<file path="src/rtl/serial_sub_pkg.sv">
// Shared types and constants for the bit-serial subtractor.
package serial_sub_pkg;

  localparam int DEFAULT_WIDTH = 8;

  typedef enum logic [1:0] {
    IDLE = 2'd0,
    RUN  = 2'd1,
    DONE = 2'd2
  } state_t;

  // Bit-counter width for a given operand width (WIDTH >= 2).
  function automatic int cnt_width(input int width);
    return $clog2(width);
  endfunction

endpackage

</file>
<file path="src/rtl/serial_sub_if.sv">
// Operand/result handshake bundle between a requester and serial_sub.
interface serial_sub_if
  import serial_sub_pkg::*;
#(
  parameter int WIDTH = DEFAULT_WIDTH
) ();

  logic             start;
  logic [WIDTH-1:0] a;
  logic [WIDTH-1:0] b;
  logic             bin;
  logic             ready;
  logic [WIDTH-1:0] d;
  logic             bout;
  logic             valid;

  modport master (
    output start, a, b, bin,
    input  ready, d, bout, valid
  );

  modport slave (
    input  start, a, b, bin,
    output ready, d, bout, valid
  );

endinterface

</file>
<file path="src/rtl/serial_sub_fs.sv">
// One-bit full subtractor: d = a - b - bin, bout set when the bit borrows.
module serial_sub_fs (
  input  logic a,
  input  logic b,
  input  logic bin,
  output logic d,
  output logic bout
);

  assign d    = a ^ b ^ bin;
  assign bout = (~a & b) | (~(a ^ b) & bin);

endmodule

</file>
<file path="src/rtl/serial_sub.sv">
// Bit-serial subtractor: one full-subtractor cell plus a borrow flop walk
// the operands LSB first, producing a - b - bin after WIDTH bit-steps.
module serial_sub
  import serial_sub_pkg::*;
#(
  parameter int WIDTH = DEFAULT_WIDTH
) (
  input  logic        clk,
  input  logic        rst,
  serial_sub_if.slave bus
);

  localparam int CNT_W = cnt_width(WIDTH);

  state_t             state, state_nxt;
  logic               load, step, last;
  logic [WIDTH-1:0]   sa, sb, res;
  logic               br;
  logic [CNT_W-1:0]   cnt;
  logic [WIDTH-1:0]   d_q;
  logic               bout_q;
  logic               fs_d, fs_bout;
  logic [WIDTH-1:0]   res_nxt;

  // Single bit-step cell: current LSBs of the operands and the running borrow.
  serial_sub_fs u_fs (
    .a    (sa[0]),
    .b    (sb[0]),
    .bin  (br),
    .d    (fs_d),
    .bout (fs_bout)
  );

  assign last    = (cnt == CNT_W'(WIDTH - 1));
  assign res_nxt = {fs_d, res[WIDTH-1:1]};

  // State register.
  // NOTE: sequential state uses non-blocking assignments so every flop
  // samples the pre-edge values, independent of process ordering.
  always_ff @(posedge clk or posedge rst) begin
    if (rst) state <= IDLE;
    else     state <= state_nxt;
  end

  // Next-state and load/step decode; start is only honoured in IDLE or DONE.
  // NOTE: every output of this block gets a default first so no path can
  // leave one unassigned and infer a latch.
  always_comb begin
    state_nxt = state;
    load      = 1'b0;
    step      = 1'b0;
    unique case (state)
      IDLE: begin
        if (bus.start) begin
          load      = 1'b1;
          state_nxt = RUN;
        end
      end
      RUN: begin
        step = 1'b1;
        if (last) state_nxt = DONE;
      end
      DONE: begin
        if (bus.start) begin
          load      = 1'b1;
          state_nxt = RUN;
        end else begin
          state_nxt = IDLE;
        end
      end
      default: state_nxt = IDLE;
    endcase
  end

  // Operand shift registers, borrow flop, counter and result registers.
  // NOTE: the shift registers are reset along with everything else so an
  // aborted operation leaves no stale bits and simulation starts defined.
  always_ff @(posedge clk or posedge rst) begin
    if (rst) begin
      sa     <= '0;
      sb     <= '0;
      res    <= '0;
      br     <= 1'b0;
      cnt    <= '0;
      d_q    <= '0;
      bout_q <= 1'b0;
    end else if (load) begin
      sa  <= bus.a;
      sb  <= bus.b;
      br  <= bus.bin;
      cnt <= '0;
    end else if (step) begin
      sa  <= sa >> 1;
      sb  <= sb >> 1;
      br  <= fs_bout;
      res <= res_nxt;
      cnt <= cnt + CNT_W'(1);
      // Publish on the final step, including the bit computed this cycle.
      if (last) begin
        d_q    <= res_nxt;
        bout_q <= fs_bout;
      end
    end
  end

  assign bus.ready = (state == IDLE) || (state == DONE);
  assign bus.valid = (state == DONE);
  assign bus.d     = d_q;
  assign bus.bout  = bout_q;

endmodule

</file>
<file path="src/flat_wrapper.sv">
// flat-port wrapper written by rule: the top's interface ports become plain ports
module serial_sub_flat import serial_sub_pkg::*;
#(
  parameter int WIDTH = DEFAULT_WIDTH
)
  (clk, rst, bus_start, bus_a, bus_b, bus_bin, bus_ready, bus_d, bus_bout, bus_valid);
  serial_sub_if #(.WIDTH(WIDTH)) bus_i ();
  input  logic clk;
  input  logic rst;
  input wire logic [$bits(bus_i.start)-1:0] bus_start;
  input wire logic [$bits(bus_i.a)-1:0] bus_a;
  input wire logic [$bits(bus_i.b)-1:0] bus_b;
  input wire logic [$bits(bus_i.bin)-1:0] bus_bin;
  output wire logic [$bits(bus_i.ready)-1:0] bus_ready;
  output wire logic [$bits(bus_i.d)-1:0] bus_d;
  output wire logic [$bits(bus_i.bout)-1:0] bus_bout;
  output wire logic [$bits(bus_i.valid)-1:0] bus_valid;
  assign bus_i.start = bus_start;
  assign bus_i.a = bus_a;
  assign bus_i.b = bus_b;
  assign bus_i.bin = bus_bin;
  assign bus_ready = bus_i.ready;
  assign bus_d = bus_i.d;
  assign bus_bout = bus_i.bout;
  assign bus_valid = bus_i.valid;
  serial_sub #(.WIDTH(WIDTH)) u_core (.clk(clk), .rst(rst), .bus(bus_i));
endmodule
</file>
<file path="config.mk">
export PLATFORM = sky130hd
export DESIGN_NAME = serial_sub_flat
export DESIGN_NICKNAME = d
export VERILOG_FILES = /design/src/rtl/serial_sub_pkg.sv /design/src/rtl/serial_sub_if.sv /design/src/rtl/serial_sub_fs.sv /design/src/rtl/serial_sub.sv /design/src/flat_wrapper.sv
export SDC_FILE = /design/constraint.sdc
export NUM_CORES = 1
export LEC_CHECK = 0
export CAP_MARGIN = 20
export CORE_MARGIN = 1.5
export CORE_UTILIZATION = 47
export DETAILED_ROUTE_END_ITERATION = 8
export PLACE_DENSITY = 0.75
export SLEW_MARGIN = 20
export SYNTH_ARGS = -nofsm -noshare
export SYNTH_HDL_FRONTEND = slang
export SYNTH_SLANG_ARGS = --single-unit
</file>
<file path="constraint.sdc">
create_clock -name clk -period 1.6 [get_ports clk]
set_clock_uncertainty 0.15 [all_clocks]
set_input_delay 0.4 -clock clk [delete_from_list [all_inputs] [get_ports clk]]
set_output_delay 0.4 -clock clk [all_outputs]
set_load 0.02 [all_outputs]
</file>
==> results of run 1 <==
[registers in the layout (all words and copies together) (netlist names)]
signal,flops
u_core.res,7
u_core.bus.d,8
u_core.br,1
u_core.state,2
u_core.sa,8
u_core.sb,8
u_core.cnt,3
u_core.bus.bout,1
[cell usage after synthesis]
cell type,count,area (sq um)
nor2b_1,6,37.5
nand2b_1,2,12.5
nor3_1,5,25.0
mux2_2,1,11.3
ha_1,2,25.0
nor2_1,7,26.3
mux2_4,7,105
inv_1,5,18.8
nand3b_4,1,20.0
buf_6,5,56.3
buf_4,4,30.0
buf_2,2,10.0
nor2b_2,1,8.76
a21oi_1,8,40.0
dfrtp_1,38,951
nand3_1,1,5.00
mux2i_1,7,70.1
o21ai_1,1,5.00
nor3_2,3,30.0
a211oi_1,5,37.5
nor2b_4,1,13.8
o22ai_1,8,50.1
nand2_1,25,93.8
nor2_2,4,25.0
o21ai_0,3,15.0
fa_1,1,20.0
a22o_1,3,26.3
o211a_1,2,20.0
[per-stage QoR]
| step | hold WS (ns) | std cells |
|---|---|---|
| 3_3_place_gp | 0.314 | 236 |
| 6_report | 0.309 | 246 |
| 3_5_place_dp | 0.323 | 236 |
| 5_1_grt | 0.324 | 246 |
| 2_1_floorplan | 0.295 | 158 |
| 4_1_cts | 0.321 | 246 |
[power by group through the flow]
stage | combinational (uW) | clock, uW | sequential, uW
2_1_floorplan | 1320 | 0 | 1780
3_3_place_gp | 1860 | 0 | 1700
3_5_place_dp | 1950 | 0 | 1730
4_1_cts | 1890 | 694 | 1710
5_1_grt | 2130 | 740 | 1780
6_report | 1910 | 671 | 1720
[metal layers]
| layer | wire (microns) | GRT usage [%] |
|---|---|---|
| met1 | 1490 | 23.5 |
| met2 | 1780 | 31.1 |
| met3 | 175 | 6.08 |
| met4 | 37 | 8.24 |
| met5 | 0 | 0 |
[worst max-delay path: cells and delay by family, from the launching register on]
family                 cells  cell delay (ns)
AND/OR/NAND/NOR            1             0.12
buffers and inverters      1             0.17
flip-flops                 1             0.43
[area by class of cell]
cell class                 instances  share of cell area, %
sequential                        38                   41.9
multi-input combinational        105                   33.1
timing repair buffer              42                   17.5
clock buffer                       7                   3.80
tap                               48                   2.64
inverter                           5                  0.826
clock inverter                     1                  0.220
[cells by family after synthesis]
family,after synthesis
buffers and inverters,16
adder cells (fa/ha/maj),3
flip-flops,38
AO/OA/AOI/OAI,30
AND/OR/NAND/NOR,56
multiplexers,15
[worst paths after layout]
path                                   end  cells past startpoint             from
hold / removal             u_core.bus.d[7]                      3              rst
setup / recovery                 bus_valid                      2  u_core.state[0]
max in group asynchronous     u_core.sa[2]                      3              rst
min in group clk             u_core.res[1]                      2    u_core.res[1]
hold reg to reg              u_core.res[1]                      2    u_core.res[1]
setup reg to reg           u_core.bus.d[4]                      4    u_core.cnt[0]
[repair_timing]
action,in CTS,in global routing
buffers inserted,1,0
gates resized for setup,18,4
setup endpoints to repair,19,12
gates cloned,1,0
hold endpoints to repair,0,0
[layout by cell type, fill, tap and decap left out, types with 2 or more instances in the layout]
cell / instances
a211oi_1: 5
a21oi_1: 8
a22o_1: 3
buf_12: 2
buf_2: 2
buf_4: 9
clkbuf_8: 6
clkdlybuf4s50_1: 19
dfrtp_1: 38
dlygate4sd2_1: 9
inv_1: 5
mux2_4: 7
mux2i_1: 7
nand2_1: 25
nor2_1: 7
nor2_2: 4
nor2b_1: 6
nor3_1: 5
nor3_2: 3
o211a_1: 2
o21ai_0: 3
o22ai_1: 8
==> results_tabular.tex, run 1 <==
\begin{tabular}{lr}
\hline
Metric & Value \\
\hline
\multicolumn{2}{l}{\textbf{Pwr}} \\
Peak ir drop on the vdd network & just under 0.0009 V \\
Post-route total power & approximately 4300 uW \\
Relative contribution of sequential cells to total power & about 40\% \\
Power spent charging and discharging nets & approximately 1600 uW \\
Switching Fraction & 37.4\% \\
Gate power share & approximately 44\% \\
Leak Pwr & 0.00108 uW \\
Power density relative to cell area & 1890 nW/um\^{}2 \\
Internal power & 2690 uW \\
Clock network fraction of total power & 15.6\% \\
\multicolumn{2}{l}{\textbf{Floorplanning}} \\
Width of the die & 64.7 microns \\
Die Area & 4190 sq um \\
Y dimension of the die & 64.7 microns \\
Top-Level Pins & 31 \\
Row Count & 22 \\
Core Box Area & 3660 sq um \\
Initial cell density of the core & 48.9\% \\
\multicolumn{2}{l}{\textbf{GRT}} \\
First-pass GRT wire length & 6020 microns \\
Initial antenna violation count & 0 \\
Number of global-route vias before repair & 1339 \\
Aggregate global-route resource usage & between 10\% and 20\% \\
GRT Residual Overflow & 0 \\
Largest net degree at the start of global routing & 39 \\
\multicolumn{2}{l}{\textbf{Synthesis}} \\
Average size of a mapped cell & 11.3 sq um \\
Synthesized area & 1790 sq um \\
Net count after synthesis & 181 \\
Yosys reg bits & 38 \\
Area share of and/or/nand/nor cells after synthesis & 16.6\% \\
Number of warning messages in the yosys log & 0 \\
Syn Inst Count & 158 \\
Number of distinct library cells after synthesis & 28 \\
Post-synthesis xor/xnor area fraction & 0\% \\
Main combinational cell family by area after synthesis & simple AND/OR/NAND/NOR gates \\
Seq/Total Area, Yosys & 53.1\% \\
Post-synthesis mux area share & 10.4\% \\
Area share of fa/ha/maj cells after synthesis & 2.52\% \\
Fraction of the mapped netlist area in compound gates & between 10 and 15\% \\
\multicolumn{2}{l}{\textbf{Timing}} \\
Pin slew with the least headroom to its limit & 0.222 ns \\
Endpoints failing setup & 0 \\
Number of max-slew violations in the final report & 0 \\
Fmax & 644 MHz \\
Final-report hold violation count & 0 \\
Final setup margin & 0.0463 ns \\
Post-layout min period & 1.55 ns \\
Setup total negative slack & 0 ns \\
Remaining max-slew budget at the tightest pin & between 80\% and 90\% \\
Unrepaired setup endpoints after global routing & no \\
Ratio of final minimum period to clock period & 97.1\% \\
\multicolumn{2}{l}{\textbf{Layout}} \\
Cell area after layout & 2270 sq um \\
Fillers & around 310 \\
Area of combinational cells with multiple inputs & between 700 and 800 sq um \\
Final antenna diode count & 0 \\
Signed area change from the synthesized netlist to the final layout & 26.9\% \\
NumNets Final & 220 \\
Final core area utilization & 62.0\% \\
Sequential standard cell area & 951 sq um \\
Share of layout cells above drive strength 1 & 21.7\% \\
\multicolumn{2}{l}{\textbf{Clocking}} \\
Clock latency on the worst-skew pair & 0.29 ns \\
H-tree depth & 2 \\
CTS clk-pin slew, worst paths & 0.07 ns \\
Hold buffers post-CTS & 0 \\
CTS root buffer & clkbuf\_8 \\
CTS Buf Count & 5 \\
Clock tree from TritonCTS & done \\
Sinks on Clock Net & 38 \\
Buffer levels on the longest clock path & 2 \\
\multicolumn{2}{l}{\textbf{Placed design}} \\
DP Wirelength & 2400 microns \\
Buffers on Ports & 30 \\
Final weighted congestion of routability-driven global placement & about 0.75 \\
Placed instance area & 2160 sq um \\
Worst slack after detailed placement & -0.136 ns \\
\multicolumn{2}{l}{\textbf{Detailed routing}} \\
Pre-Repair DR Iteration Count & 4 \\
Via count & 1300 \\
DRC & 0 \\
Routed len/inst & 14.2 microns \\
Remaining antenna violation count after routing & 0 \\
Wire length reported by the detailed router & 3480 microns \\
Avg Vias per Cell & $\sim$5.3 \\
First DRT Iteration DRCs & 63 \\
\multicolumn{2}{l}{\textbf{Worst setup path}} \\
Slowest cell on crit path & dfrtp\_1 \\
Max Fanout on Critical Path & 3 \\
Reg2reg setup slack & 0.08 ns \\
CP Cell Sequence & nor2b\_1 > buf\_2 \\
Crit path launch type & flop \\
Critical path required time & 1.05 ns \\
Largest incremental delay on the critical path & 0.43 ns \\
Kind of end point of the critical path & output port \\
Crit Path Category & reg2out \\
CP Data Arrival Time & 1.00 ns \\
\multicolumn{2}{l}{\textbf{Min path}} \\
Worst hold-check path type & in2async \\
\multicolumn{2}{l}{\textbf{Flow run}} \\
Number of max-cap violations & 0 \\
\multicolumn{2}{l}{\textbf{Status}} \\
Run status & completed \\
\hline
\end{tabular}
(Power assumes the default switching activity.)
==> run 2: changes to the inputs <==
--- a/config.mk
+++ b/config.mk
@@ -8,6 +8,7 @@
 export CAP_MARGIN = 20
 export CORE_MARGIN = 1.5
 export CORE_UTILIZATION = 47
+export CTS_CLUSTER_DIAMETER = 40
 export DETAILED_ROUTE_END_ITERATION = 8
 export PLACE_DENSITY = 0.75
 export SLEW_MARGIN = 20
==> results of run 2 <==
Final layout, timing and power as in run 1 (identical DEF).
